### src/rtl/pipe_ctrl_pkg.sv
// Shared types and constants for the pipeline sequencing controller.
package pipe_ctrl_pkg;

    localparam int unsigned REG_ADDR_W = 5;
    localparam int unsigned WAIT_W     = 16;

    typedef enum logic [1:0] {
        RUN      = 2'd0,
        MEM_WAIT = 2'd1,
        ERROR    = 2'd2
    } ctrl_state_t;

endpackage

### src/rtl/sat_counter.sv
// Saturating up-counter used for the controller's performance counters.
module sat_counter #(
    parameter int unsigned W = 16
) (
    input  logic         clk,
    input  logic         reset,
    input  logic         inc,
    output logic [W-1:0] count
);

    logic [W-1:0] count_q;
    logic [W-1:0] count_d;

    always_comb begin
        count_d = count_q;
        if (inc && (count_q != {W{1'b1}})) begin
            count_d = count_q + W'(1);
        end
    end

    always_ff @(posedge clk or posedge reset) begin
        if (reset) begin
            count_q <= '0;
        end else begin
            count_q <= count_d;
        end
    end

    assign count = count_q;

endmodule

### src/rtl/hazard_ctrl.sv
// Pipeline hazard controller: load-use stalls, branch squashes, memory-wait
// freeze with a timeout watchdog, and saturating performance counters.
module hazard_ctrl
    import pipe_ctrl_pkg::*;
#(
    parameter int unsigned MEM_TIMEOUT = 255,
    parameter int unsigned CNT_W       = 16
) (
    input  logic                  clk,
    input  logic                  reset,
    input  logic [REG_ADDR_W-1:0] id_rs1,
    input  logic [REG_ADDR_W-1:0] id_rs2,
    input  logic                  id_use_rs1,
    input  logic                  id_use_rs2,
    input  logic                  ex_mem_read,
    input  logic [REG_ADDR_W-1:0] ex_rd,
    input  logic                  branch_taken,
    input  logic                  mem_req,
    input  logic                  mem_ready,
    output logic                  pc_write,
    output logic                  if_id_write,
    output logic                  id_ex_write,
    output logic                  ex_mem_write,
    output logic                  if_id_flush,
    output logic                  id_ex_flush,
    output logic                  mem_wb_flush,
    output logic [CNT_W-1:0]      stall_cycles,
    output logic [CNT_W-1:0]      flush_count,
    output logic                  mem_timeout
);

    ctrl_state_t       state_q, state_d;
    logic [WAIT_W-1:0] wait_cnt_q, wait_cnt_d;
    logic              mem_timeout_q, mem_timeout_d;

    logic load_use;
    logic mem_stall;
    logic freeze;
    logic in_error;

    assign load_use  = ex_mem_read && (ex_rd != REG_ADDR_W'(0)) &&
                       ((id_use_rs1 && (id_rs1 == ex_rd)) ||
                        (id_use_rs2 && (id_rs2 == ex_rd)));
    assign mem_stall = mem_req && !mem_ready;
    assign in_error  = (state_q == ERROR);
    assign freeze    = mem_stall || in_error;

    // Pipeline enables/flushes in priority order: freeze, branch, load-use.
    always_comb begin
        pc_write     = 1'b1;
        if_id_write  = 1'b1;
        id_ex_write  = 1'b1;
        ex_mem_write = 1'b1;
        if_id_flush  = 1'b0;
        id_ex_flush  = 1'b0;
        mem_wb_flush = 1'b0;
        if (freeze) begin
            pc_write     = 1'b0;
            if_id_write  = 1'b0;
            id_ex_write  = 1'b0;
            ex_mem_write = 1'b0;
            mem_wb_flush = 1'b1;
        end else if (branch_taken) begin
            if_id_flush = 1'b1;
            id_ex_flush = 1'b1;
        end else if (load_use) begin
            pc_write    = 1'b0;
            if_id_write = 1'b0;
            id_ex_flush = 1'b1;
        end
    end

    // Watchdog FSM; wait_cnt counts completed frozen cycles in MEM_WAIT.
    always_comb begin
        state_d       = state_q;
        wait_cnt_d    = wait_cnt_q;
        mem_timeout_d = mem_timeout_q;
        case (state_q)
            RUN: begin
                if (mem_stall) begin
                    state_d    = MEM_WAIT;
                    wait_cnt_d = WAIT_W'(1);
                end
            end
            MEM_WAIT: begin
                if (!mem_stall) begin
                    state_d    = RUN;
                    wait_cnt_d = '0;
                end else if (wait_cnt_q == WAIT_W'(MEM_TIMEOUT - 1)) begin
                    state_d       = ERROR;
                    mem_timeout_d = 1'b1;
                end else begin
                    wait_cnt_d = wait_cnt_q + WAIT_W'(1);
                end
            end
            ERROR: begin
                state_d = ERROR;
            end
            default: begin
                state_d = state_q;
            end
        endcase
    end

    always_ff @(posedge clk or posedge reset) begin
        if (reset) begin
            state_q       <= RUN;
            wait_cnt_q    <= '0;
            mem_timeout_q <= 1'b0;
        end else begin
            state_q       <= state_d;
            wait_cnt_q    <= wait_cnt_d;
            mem_timeout_q <= mem_timeout_d;
        end
    end

    assign mem_timeout = mem_timeout_q;

    sat_counter #(.W(CNT_W)) u_stall_cnt (
        .clk   (clk),
        .reset (reset),
        .inc   ((mem_stall || load_use) && !in_error),
        .count (stall_cycles)
    );

    sat_counter #(.W(CNT_W)) u_flush_cnt (
        .clk   (clk),
        .reset (reset),
        .inc   (branch_taken && !freeze),
        .count (flush_count)
    );

endmodule

### config.mk
export PLATFORM = sky130hd
export DESIGN_NAME = hazard_ctrl
export DESIGN_NICKNAME = d
export VERILOG_FILES = /design/src/rtl/pipe_ctrl_pkg.sv /design/src/rtl/sat_counter.sv /design/src/rtl/hazard_ctrl.sv
export SDC_FILE = /design/constraint.sdc
export NUM_CORES = 1
export LEC_CHECK = 0
export ABC_CLOCK_PERIOD_IN_PS = 6350
export CAP_MARGIN = 20
export CORE_UTILIZATION = 65
export CTS_BUF_LIST = sky130_fd_sc_hd__clkbuf_2
export DETAILED_ROUTE_END_ITERATION = 12
export DONT_BUFFER_PORTS = 1
export PLACE_DENSITY = 0.81
export SYNTH_ARGS = -nofsm -noshare
export SYNTH_HDL_FRONTEND = slang
export SYNTH_SLANG_ARGS = --single-unit
### constraint.sdc
create_clock -name clk -period 6.35 [get_ports clk]
set_clock_uncertainty 0.2 [all_clocks]
set_input_delay 0 -clock clk [delete_from_list [all_inputs] [get_ports clk]]
set_output_delay 0 -clock clk [all_outputs]
set_load 0.02 [all_outputs]
Word level (Yosys, flattened, before mapping)
Index checks and enable logic that the tools add are counted.
Cells by class
  multiply operators: 0
  eq/ne operators: 10
  bitwise gates (word level): 0
  reductions and logical operators: 22
  shift-type cells: 0
  muxes and demuxes: 18
  $add $sub $neg: 3
  magnitude comparators: 0
  divide/modulo/power cells: 0
Operators by type and width (number)
  adder 16 x 1 -> 16 bit (second input constant): 3
  2-to-1 mux 16 bit: 3
  != test 16 bit (second input constant): 2
  case mux 16 bit (2 select lines): 1
  == test 16 x 8 -> 1 bit (second input constant): 1
  == test 5 bit: 2
  2-to-1 mux 1 bit: 10
  logical AND 1 bit: 9
  AND reduction 3 bit: 3
  2-to-1 mux 2 bit: 3
  != test 3 bit (second input constant): 2
  case mux 2 bit (3 select lines): 1
  nonzero test 5 bit: 1
  logical NOT 1 bit: 3
  logical OR 1 bit: 3
  nonzero test 3 bit: 1
  == test 2 x 1 -> 1 bit (second input constant): 1
  == test 2 bit (second input constant): 1
  logical NOT 2 bit: 1
  != test 2 bit (second input constant): 1
  nonzero test 2 bit: 1
Word-level totals
  logic and storage cells: 58
  bits in registers: 51
  bits of input ports: 23
  bits in latches: 0
  bits in read-only memories: 0
  memories kept: 0
  bits in writable memories: 0
  output and inout bits: 40

Longest topological paths before layout
Gate-level depths: netlist of the first run.
  depth after elaboration: 7
  depth in mapped cells: 9
  gate-level depth less buffers: 9

Cells and area by module
A second synthesis of the first run with hierarchy kept.
Second synthesis, totals
  cell total of the unflattened synthesis: 305
  area, all modules: 3046.7 um2
By module, submodules not included
  sat_counter: area each 805.8 um2, seq. area each 400.4 um2, cells an instance 71, times used 2
  hazard_ctrl: area each 1435.1 um2, seq. area each 475.5 um2, cells an instance 163, times used 1

Least setup slack after synthesis of the first run
Ideal clock, no wire load.
  path type: reg-to-reg
  start: reg state_q[0]
  end: reg u_flush_cnt.count_q[9], in the netlist u_flush_cnt.count[9]
  path buffers: 1
  path slack: 4.051 ns
  arrival time: 1.970 ns
  library setup time: 0.129 ns
  required time: 6.021 ns
  period minus slack after synthesis: 2.299 ns
  stages on the path, launching flop included: 10
  cell sequence: dfrtp_1 inv_1 ha_1 or3_4 a31oi_4 and4_1 buf_4 and3_4 nand3_2 xnor2_1
Between the ends
  longest elaborated chain between the ends: 5
Ends and longest elaborated chain
  start: declaration: line hazard_ctrl.sv:32  | ctrl_state_t state_q, state_d;
  start signal: assignment: line hazard_ctrl.sv:111  | state_q <= state_d;
  == test 2 bit: line hazard_ctrl.sv:45  | assign in_error = (state_q == ERROR);
  logical OR 1 bit: line hazard_ctrl.sv:46  | assign freeze = mem_stall || in_error;
  logical NOT 1 bit: line hazard_ctrl.sv:129  | .inc (branch_taken && !freeze),
  logical AND 1 bit: line hazard_ctrl.sv:129
  logical AND 1 bit: line sat_counter.sv:16  | if (inc && (count_q != {W{1'b1}})) begin
  end signal: assignment: line sat_counter.sv:25  | count_q <= count_d;
  end: declaration: line sat_counter.sv:11  | logic [W-1:0] count_q;
No other way between the ends.
A chain may end at the register's enable or synchronous reset.

Final worst setup path of the first run
  start: reg state_q[0]
  end: out if_id_write
Between the ends
  longest elaborated chain between the ends: 3
Ends and longest elaborated chain
  == test 2 bit: line hazard_ctrl.sv:45
  logical OR 1 bit: line hazard_ctrl.sv:46
  2-to-1 mux 1 bit: line hazard_ctrl.sv:57  | if (freeze) begin
  end: declaration: line hazard_ctrl.sv:21  | output logic if_id_write,
No other way between the ends.

==> results of run 1 <==
-- cells by family after synthesis --
group	Yosys count	synth area share
and+or+nand+nor	115	0.2265
xor gates and xnor gates	52	0.1686
DFF	51	0.4724
AOI/OAI and AO/OA	24	0.05882
buffers and inverters	18	0.03288
adders and majority gates	7	0.03242
muxes	2	0.008337
-- registers in the layout (all words and copies together), names as in the netlist --
register           count
mem_timeout            1
state_q                2
u_flush_cnt.count     16
u_stall_cnt.count     16
wait_cnt_q            16
-- layout make-up --
class | count | area (sq um) | area share
multi-input combinational | 200 | 1336 | 0.4609
sequential | 51 | 1276 | 0.4402
timing repair buffer | 11 | 115.1 | 0.03971
tap | 50 | 62.56 | 0.02158
clock inverter | 3 | 42.54 | 0.01467
inverter | 11 | 41.29 | 0.01424
clock buffer | 5 | 25.02 | 0.008632
-- per-stage QoR --
step	util	cell area (sq um)	hold WS [ns]
finish	0.7247	2899	0.006788
global route	0.7247	2899	0.03210
CTS	0.7154	2861	0.007742
detailed placement	0.6810	2724	-0.02469
global placement	0.6810	2724	-0.02331
floorplan	-	2701	-0.0006688
-- timing repair --
action,in CTS,in global routing
hold buffers,7,1
setup buffers,0,0
hold endpoints to repair,66,25
-- synthesized netlist by cell type, types with 2 or more instances --
cell type / n / area (sq um)
ha_1: 7 / 87.58
o21bai_1: 2 / 15.01
nor2b_1: 2 / 12.51
nand2b_1: 2 / 12.51
buf_2: 2 / 10.01
nand3_1: 13 / 65.06
nand4_1: 14 / 87.58
or4_1: 2 / 15.01
nand2_1: 25 / 93.84
xnor2_1: 46 / 402.9
inv_1: 11 / 41.29
a21oi_1: 6 / 30.03
nor4_1: 2 / 12.51
xor2_1: 6 / 52.55
and3_1: 7 / 43.79
a31oi_1: 2 / 12.51
buf_4: 3 / 22.52
o22ai_1: 2 / 12.51
mux2_2: 2 / 22.52
o21ai_0: 7 / 35.03
and2_1: 8 / 50.05
and4_1: 3 / 26.28
nor2_1: 22 / 82.58
dfrtp_1: 51 / 1276
or3_1: 2 / 12.51
nor3_1: 7 / 35.03
-- worst max-delay path: stages, from the launching register on --
cell     delay (ns)
dfrtp_1        0.44
inv_1          0.07
ha_1           0.26
nor2_1         0.66
inv_1          0.32
a31oi_1        0.81
-- layer usage --
metal | up-vias | global-route usage | share of wire
met1 | 947 | 0.3048 | 0.43
met3 | 13 | 0.07705 | 0.052
li1 | 945 | - | -
met2 | 72 | 0.4196 | 0.50
met4 | 0 | 0.07979 | 0.021
met5 | - | 0 | 0
-- final timing paths --
check | end | slack (ns) | cells after the start
min reg2reg | wait_cnt_q[5] | 0.37 | 2
max | if_id_write | 3.15 | 5
max reg2reg | u_stall_cnt.count[1] | 3.67 | 7
min in group asynchronous | u_stall_cnt.count[0] | 0.26 | 3
min | id_ex_flush | 0.007 | 2
max in group asynchronous | wait_cnt_q[12] | 5.21 | 4
-- power breakdown --
| group | switching [mW] | leakage (nW) | internal (mW) |
|---|---|---|---|
| Combinational | 0.163 | 0.506 | 0.104 |
| Sequential | 0.116 | 0.686 | 0.375 |
| Clock | 0.105 | 0.0410 | 0.0669 |
| Total | 0.384 | 1.23 | 0.546 |
==> summary.md, run 1 <==
| Metric | Value |
|---|---|
| Setup Slack @ Placement | around 3.7 ns |
| Commonest cells after routing, fill and taps aside | dfrtp_1, xnor2_1, nand2_1 |
| Commonest non-fill, non-tap cell in the layout | dfrtp_1 |
| PortBufs | 0 |
| Most used DFF post-synth | dfrtp_1 |
| Worst vdd ir | about 220 uV |
| Vias per cell | 5.973 |
| Worst Path Required | 6.15 ns |
| Pwr dens | 320.6 mW/mm^2 |
| Final min period | roughly 3.2 ns |
| Post-synth cell types | 39 |
| Final hold viol count | 0 |
| Initial antenna violation count | 0 |
| CP Launch Point | state_q[0] |
| Hold path start | branch_taken |
| Slew headroom | 0.3408 |
| Critical Path Source Type | flip-flop |
| CTS tree | built |
| Crit-path max FO | 6 |
| Final non-filler cell total | 331 |
| Setup ws final | 3.150 ns |
| Syn nets | between 200 and 300 |
| Yosys reg bits | between 50 and 60 |
| Grt total ovfl | 0 |
| Reg2reg start | u_stall_cnt.count[0] |
| Crit Path Class | reg -> out |
| Worst Hold Class | in -> out |
| WL per Instance | about 16 microns |
| Worst slew pin tran | roughly 0.98 ns |
| Iter 0 DRT Violations | slightly above 70 |
| Post-Syn Area | 0.002701 sq mm |
| DP HPWL | between 3000 and 4000 microns |
| Setup Total Neg Slack | 0 ns |
| Fin crit share | 0.5040 |
| CTS H-tree depth | 2 |
| GP Congestion | 0.8049 |
| Layout cells sized above 1 | 0.06406 |
| Register area share after synthesis | 0.4724 |
| Largest net degree at the start of global routing | between 50 and 60 |
| Rows | 23 |
| Placed instance count | 313 |
| Drt drc | 0 |
| Pins Over Slew Limit | 0 |
| Synthesized area per cell | ~10 sq um |
| Status | finished clean |
| Nets | 310 |
| Max-Cap Viols | 0 |
| Die ar. | about 0.0044 sq mm |
| Num CTS Buffers | 5 |
| DR vias | about 2000 |
| Total power | roughly 930 uW |
| DRT Pass-1 Iters | 4 |
| Mapped Cells | around 270 |
| IO Pins | 63 |
| DRT antenna net count | 0 |
| CP arrival | around 3 ns |
| LEAKAGE | about 1.2 nW |
| PostCTS Resize Cnt | 0 |
| Vias in the first global route | 1877 |
| Total GRT Usage | 0.2495 |
| Global-route wire length before repair | 8231 microns |
| P&R area growth vs syn | 7.318% |
| CTS sink cnt | 51 |
| Yosys Warn Count | 0 |
| # fillers | between 200 and 300 |
| WL final | 5301 microns |
| Clk buf depth | 2 |
| EDFF count, synth | 0 |
| Die Wd | about 66 microns |
| Diodes inserted | 0 |
| Async S/R FF share, synth | 1.000 |
| Worst skew pair latency | approximately 0.44 ns |
| Final setup vio count | 0 |
| Root Driver | clkbuf_2 |
| RSZ-0062 raised after global routing | false |
| Die Y | around 66 microns |
| Core box area | 0.004000 sq mm |
| Worst setup EP type | primary output |
| Initial Utilization | 0.6753 |
| Clk pin slew, worst setup/hold paths | between 0.2 and 0.3 ns |
| Fmax | ~0.31 GHz |
No activity file was read; power rests on OpenSTA's default activity.
==> inputs of run 2 (changes only) <==
--- a/config.mk
+++ b/config.mk
@@ -5,7 +5,7 @@
 export SDC_FILE = /design/constraint.sdc
 export NUM_CORES = 1
 export LEC_CHECK = 0
-export ABC_CLOCK_PERIOD_IN_PS = 6350
+export ABC_CLOCK_PERIOD_IN_PS = 3050
 export CAP_MARGIN = 20
 export CORE_UTILIZATION = 65
 export CTS_BUF_LIST = sky130_fd_sc_hd__clkbuf_2
==> constraint.sdc (replaced) <==
create_clock -name clk -period 3.05 [get_ports clk]
set_clock_uncertainty 0.2 [all_clocks]
set_input_delay 0 -clock clk [delete_from_list [all_inputs] [get_ports clk]]
set_output_delay 0 -clock clk [all_outputs]
set_load 0.02 [all_outputs]
==> summary.md, run 2 (synthesis results as in run 1) <==
| Metric | Value |
|---|---|
| LEAKAGE | 1.247 nW |
| Crit Path Class | reg -> reg |
| Setup Total Neg Slack | 0 ns |
| Drt drc | 0 |
| Initial antenna violation count | 0 |
| Top cell by count, worst path | nor2_1 |
| Die Wd | roughly 66 microns |
| P&R area growth vs syn | 8.337% |
| Fmax | 0.3974 GHz |
| Pwr dens | 660.3 mW/mm^2 |
| Crit path cell chain | nand4_1, nor2_1, nand2_1, o21bai_1, buf_4, nor2_1, dlygate4sd3_1, a21oi_1 |
| CTS tree | built |
| DP HPWL | ~3600 microns |
| Worst skew pair latency | between 0.4 and 0.5 ns |
| Final setup vio count | 0 |
| Root Driver | clkbuf_2 |
| Nets | between 300 and 400 |
| GP Congestion | 0.7704 |
| Max-Cap Viols | 0 |
| DRT Pass-1 Iters | 4 |
| Worst Hold Class | in -> out |
| Status | finished clean |
| Num CTS Buffers | 5 |
| CP arrival | ~2.7 ns |
| WL per Instance | between 15 and 20 microns |
| Iter 0 DRT Violations | 77 |
| Worst vdd ir | 462.7 uV |
| Total power | a little under 2 mW |
| Commonest non-fill, non-tap cell in the layout | dfrtp_1 |
| Final hold viol count | 0 |
| Final min period | 2.517 ns |
| Crit path largest cell delay | ~0.55 ns |
| DR vias | 1960 |
| Pins Over Slew Limit | 0 |
| Commonest cells after routing, fill and taps aside | dfrtp_1, xnor2_1, nand2_1 |
| Die Y | approximately 66 microns |
| Global-route wire length before repair | 8121 microns |
| Largest net degree at the start of global routing | between 50 and 60 |
| Vias per cell | ~5.9 |
| Die ar. | 0.004418 sq mm |
| Fin crit share | 0.8251 |
| Postcts setup bufs | 0 |
| Family with the most delay on the worst path | simple AND/OR/NAND/NOR gates |
| Crit-path max FO | 11 |
| Rows | 23 |
| Layout cells sized above 1 | 0.07394 |
| Core box area | ~0.004 sq mm |
| Worst path bufs/invs | 2 |
| Total GRT Usage | 0.2473 |
| PortBufs | 0 |
| Worst setup EP type | flip-flop |
| PostCTS Resize Cnt | 0 |
| Clk buf depth | 2 |
| Initial Utilization | 0.6753 |
| Diodes inserted | 0 |
| CTS sink cnt | just over 50 |
| Grt total ovfl | 0 |
| CTS H-tree depth | 2 |
| CP max-delay cell | dlygate4sd3_1 |
| Clk pin slew, worst setup/hold paths | ~0.25 ns |
| Critical Path Source Type | flip-flop |
| Worst slew pin tran | between 0.4 and 0.5 ns |
| WL final | between 5000 and 6000 microns |
| # fillers | ~280 |
| DRT antenna net count | 0 |
| Vias in the first global route | around 1800 |
| Worst Path Required | 3.22 ns |
| IO Pins | 63 |
| Slew headroom | 0.6736 |
| RSZ-0062 raised after global routing | false |
==> run 2: power breakdown <==
part	leakage, nW	internal (mW)	switching (mW)
Sequential	0.686	0.781	0.236
Combinational	0.526	0.242	0.334
Clock	0.0350	0.134	0.206
Total	1.25	1.16	0.776
==> run 2: worst paths after layout <==
path / startpoint / end / slack, ns / depth (start not counted)
max in group asynchronous: reset / u_flush_cnt.count[6] / 1.77 / 4
min reg2reg: state_q[0] / state_q[0] / 0.36 / 2
min in group asynchronous: reset / state_q[1] / 0.38 / 3
min: branch_taken / id_ex_flush / 0.04 / 2
max: wait_cnt_q[2] / wait_cnt_q[0] / 0.53 / 8
max reg2reg: wait_cnt_q[2] / wait_cnt_q[0] / 0.53 / 8
==> run 2: metrics by stage <==
step                      hold slack (ns)    util  cells  worst slack [ns]  cell area [sq um]
after floorplan                -0.0006688       -    269            0.7511               2701
after global placement           -0.02816  0.6885    317            0.6734               2754
after detailed placement         -0.02013  0.6885    317            0.6070               2754
after CTS                         0.03992  0.7241    332            0.5572               2897
after global routing              0.04229  0.7316    334            0.3476               2927
final                             0.03879  0.7316    334            0.5334               2927
==> run 2: timing repair <==
| item | CTS | global route |
|---|---|---|
| setup endpoints to repair | 0 | 0 |
| hold buffers | 8 | 1 |
| endpoints found under the hold margin | 79 | 17 |
==> run 2: per-layer routing <==
metal,vias to the layer above,GRT usage,wire [microns],part of all wire
met2,71,0.3980,2468,0.49
met3,13,0.07534,275,0.054
met1,927,0.3141,2216,0.44
met5,-,0,0,0
li1,949,-,-,-
met4,0,0.09043,110,0.022
==> run 2: area by class of cell <==
type,count,area (sq um),share of cell area
well taps,50,62.56,0.02138
multi-input cells,200,1336,0.4566
repair buffers,15,147.6,0.05045
inverters,11,41.29,0.01411
clock buffers,5,25.02,0.008551
flip-flops and latches,51,1276,0.4361
clock inverters,2,37.54,0.01283
==> inputs of run 3 (changes only) <==
--- a/config.mk
+++ b/config.mk
@@ -5,13 +5,13 @@
 export SDC_FILE = /design/constraint.sdc
 export NUM_CORES = 1
 export LEC_CHECK = 0
-export ABC_CLOCK_PERIOD_IN_PS = 3050
+export ABC_CLOCK_PERIOD_IN_PS = 2200
 export CAP_MARGIN = 20
-export CORE_UTILIZATION = 65
+export CORE_UTILIZATION = 59
 export CTS_BUF_LIST = sky130_fd_sc_hd__clkbuf_2
 export DETAILED_ROUTE_END_ITERATION = 12
 export DONT_BUFFER_PORTS = 1
-export PLACE_DENSITY = 0.81
+export PLACE_DENSITY = 0.78
 export SYNTH_ARGS = -nofsm -noshare
 export SYNTH_HDL_FRONTEND = slang
 export SYNTH_SLANG_ARGS = --single-unit
==> constraint.sdc (replaced) <==
create_clock -name clk -period 2.2 [get_ports clk]
set_clock_uncertainty 0.2 [all_clocks]
set_input_delay 0 -clock clk [delete_from_list [all_inputs] [get_ports clk]]
set_output_delay 0 -clock clk [all_outputs]
set_load 0.02 [all_outputs]
==> summary.md, run 3 (synthesis results as in run 1) <==
| Metric | Value |
|---|---|
| Worst Path Required | approximately 2.4 ns |
| Worst setup EP type | flip-flop |
| Initial Utilization | 0.6162 |
| Max-Cap Viols | 0 |
| Reg2Reg Depth | 6 |
| Worst Hold Class | in -> out |
| CTS tree | built |
| LEAKAGE | roughly 1.5 nW |
| Reg2reg end | u_stall_cnt.count[1] |
| CP Launch Point | id_use_rs2 |
| Iter 0 DRT Violations | ~170 |
| Status | finished clean |
| Setup ws final | about 0.035 ns |
| Clk buf depth | 2 |
| Vias per cell | approximately 5.9 |
| Clk network pwr share | 0.125 |
| Root Driver | clkbuf_2 |
| DR vias | 2277 |
| Slew headroom | 0.5787 |
| Pins Over Slew Limit | 0 |
| Commonest cells after routing, fill and taps aside | buf_4, dfrtp_1, xnor2_1 |
| Global-route wire length before repair | ~9700 microns |
| Fmax | approximately 0.46 GHz |
| Final setup vio count | 0 |
| CTS H-tree depth | 2 |
| Reg2Reg Setup Slack | approximately 0.035 ns |
| Commonest non-fill, non-tap cell in the layout | buf_4 |
| Core box area | ~0.0044 sq mm |
| Layout cells sized above 1 | 0.2530 |
| Fin crit share | 0.9840 |
| Initial antenna violation count | 0 |
| WL per Instance | approximately 16 microns |
| RSZ-0062 raised after global routing | true |
| Die Wd | around 70 microns |
| Crit-path max FO | 12 |
| Pwr dens | around 880 mW/mm^2 |
| Sw Ratio | 0.4098 |
| DP HPWL | ~4200 microns |
| Crit Path Class | in -> reg |
| Logic pwr share | 0.478 |
| Fin util | 0.7697 |
| Final hold viol count | 0 |
| Worst slew pin tran | between 0.6 and 0.7 ns |
| P_sw | 1.216 mW |
| WL final | 6316 microns |
| DRT Pass-1 Iters | 4 |
| CP arrival | 2.34 ns |
| P&R area growth vs syn | 24.92% |
| Final min period | 2.165 ns |
| Worst vdd ir | roughly 570 uV |
| Critical path destination | u_stall_cnt.count[1] |
| Clk pin slew, worst setup/hold paths | between 0.2 and 0.3 ns |
| Num CTS Buffers | 5 |
| Diodes inserted | 0 |
| Vias in the first global route | around 2200 |
| PortBufs | 0 |
| Rows | 24 |
| Reg2reg start | u_stall_cnt.count[7] |
| Critical Path Source Type | primary input |
| Die ar. | 0.004853 sq mm |
| Total GRT Usage | 0.2518 |
| IO Pins | 63 |
| DRT antenna net count | 0 |
| Die Y | between 60 and 70 microns |
| Nets | about 370 |
| Largest net degree at the start of global routing | 22 |
| GP Congestion | 0.8037 |
| Grt total ovfl | 0 |
| Setup Total Neg Slack | 0 ns |
| Power share of the sequential group | 0.397 |
| CTS sink cnt | 51 |
| Internal cell power | approximately 1.8 mW |
| Setup Slack @ Placement | 0.09667 ns |
| Worst skew pair latency | 0.45 ns |
| Drt drc | 0 |
## run 3: cell types whose count changed in the layout (fill, tap and decap cells not counted), moves of 2 or more
cell / previous run / this run
buf_4: 5 / 56
ha_1: 7 / 4
dlygate4sd3_1: 9 / 11
ha_2: 0 / 2
nor3_1: 7 / 5
nor3_2: 0 / 2
nor4_1: 2 / 0
nor4_4: 0 / 2
## run 3: final cells by class
type	instances	area, sq um
fill	292	1010
tap	52	65.06
inverter	11	41.29
clock buffer	5	25.02
clock inverter	2	13.76
sequential	51	1277
multi-input combinational	200	1421
timing repair buffer	67	530.5
## run 3: critical path: stages
cell	delay (ns)
dlygate4sd3_1	0.52
nand2_1	0.05
o22ai_1	0.21
dlygate4sd3_1	0.61
a21oi_1	0.09
a211oi_1	0.26
buf_4	0.25
mux2_2	0.35
## run 3: power by group through the flow
stage / Combinational (mW) / Clock (mW) / Sequential, mW
6_report: 1.42 / 0.370 / 1.18
2_1_floorplan: 0.613 / 0 / 1.38
4_1_cts: 1.29 / 0.379 / 1.18
3_3_place_gp: 1.22 / 0 / 1.19
5_1_grt: 1.52 / 0.410 / 1.19
3_5_place_dp: 1.27 / 0 / 1.19
## run 3: per-stage QoR
stage / cells / instance area (sq um) / total power [mW] / hold slack, ns
global placement: 363 / 3089 / 2.402 / -0.3432
floorplan: 269 / 2704 / 1.996 / -0.0006688
global route: 388 / 3374 / 3.126 / 0.07093
CTS: 381 / 3238 / 2.845 / 0.05260
finish: 388 / 3374 / 2.967 / 0.05705
detailed placement: 363 / 3089 / 2.460 / -0.3443
## run 3: repair_timing
action / CTS / global route
hold endpoints to repair: 81 / 0
endpoints found under the setup margin: 0 / 13
buffers inserted: 0 / 7
hold buffers: 11 / 0
gates resized for setup: 0 / 17
## run 3: worst min path at each step
stage                     cells past startpoint  slack (ns)         start                   end
final                                         3        0.06  branch_taken           id_ex_flush
after global routing                          3        0.07  branch_taken           id_ex_flush
after CTS                                     3        0.05  branch_taken           id_ex_flush
after detailed placement                      1       -0.34         reset  u_stall_cnt.count[2]
after global placement                        1       -0.34         reset  u_stall_cnt.count[4]
after floorplan                               2     -0.0007  branch_taken           id_ex_flush
## run 3: per-layer routing
layer | share of wire | global-route usage | wire, microns
met1 | 0.38 | 0.2971 | 2418
met2 | 0.53 | 0.4455 | 3354
met3 | 0.071 | 0.06831 | 447
met4 | 0.015 | 0.08000 | 95
met5 | 0 | 0 | 0
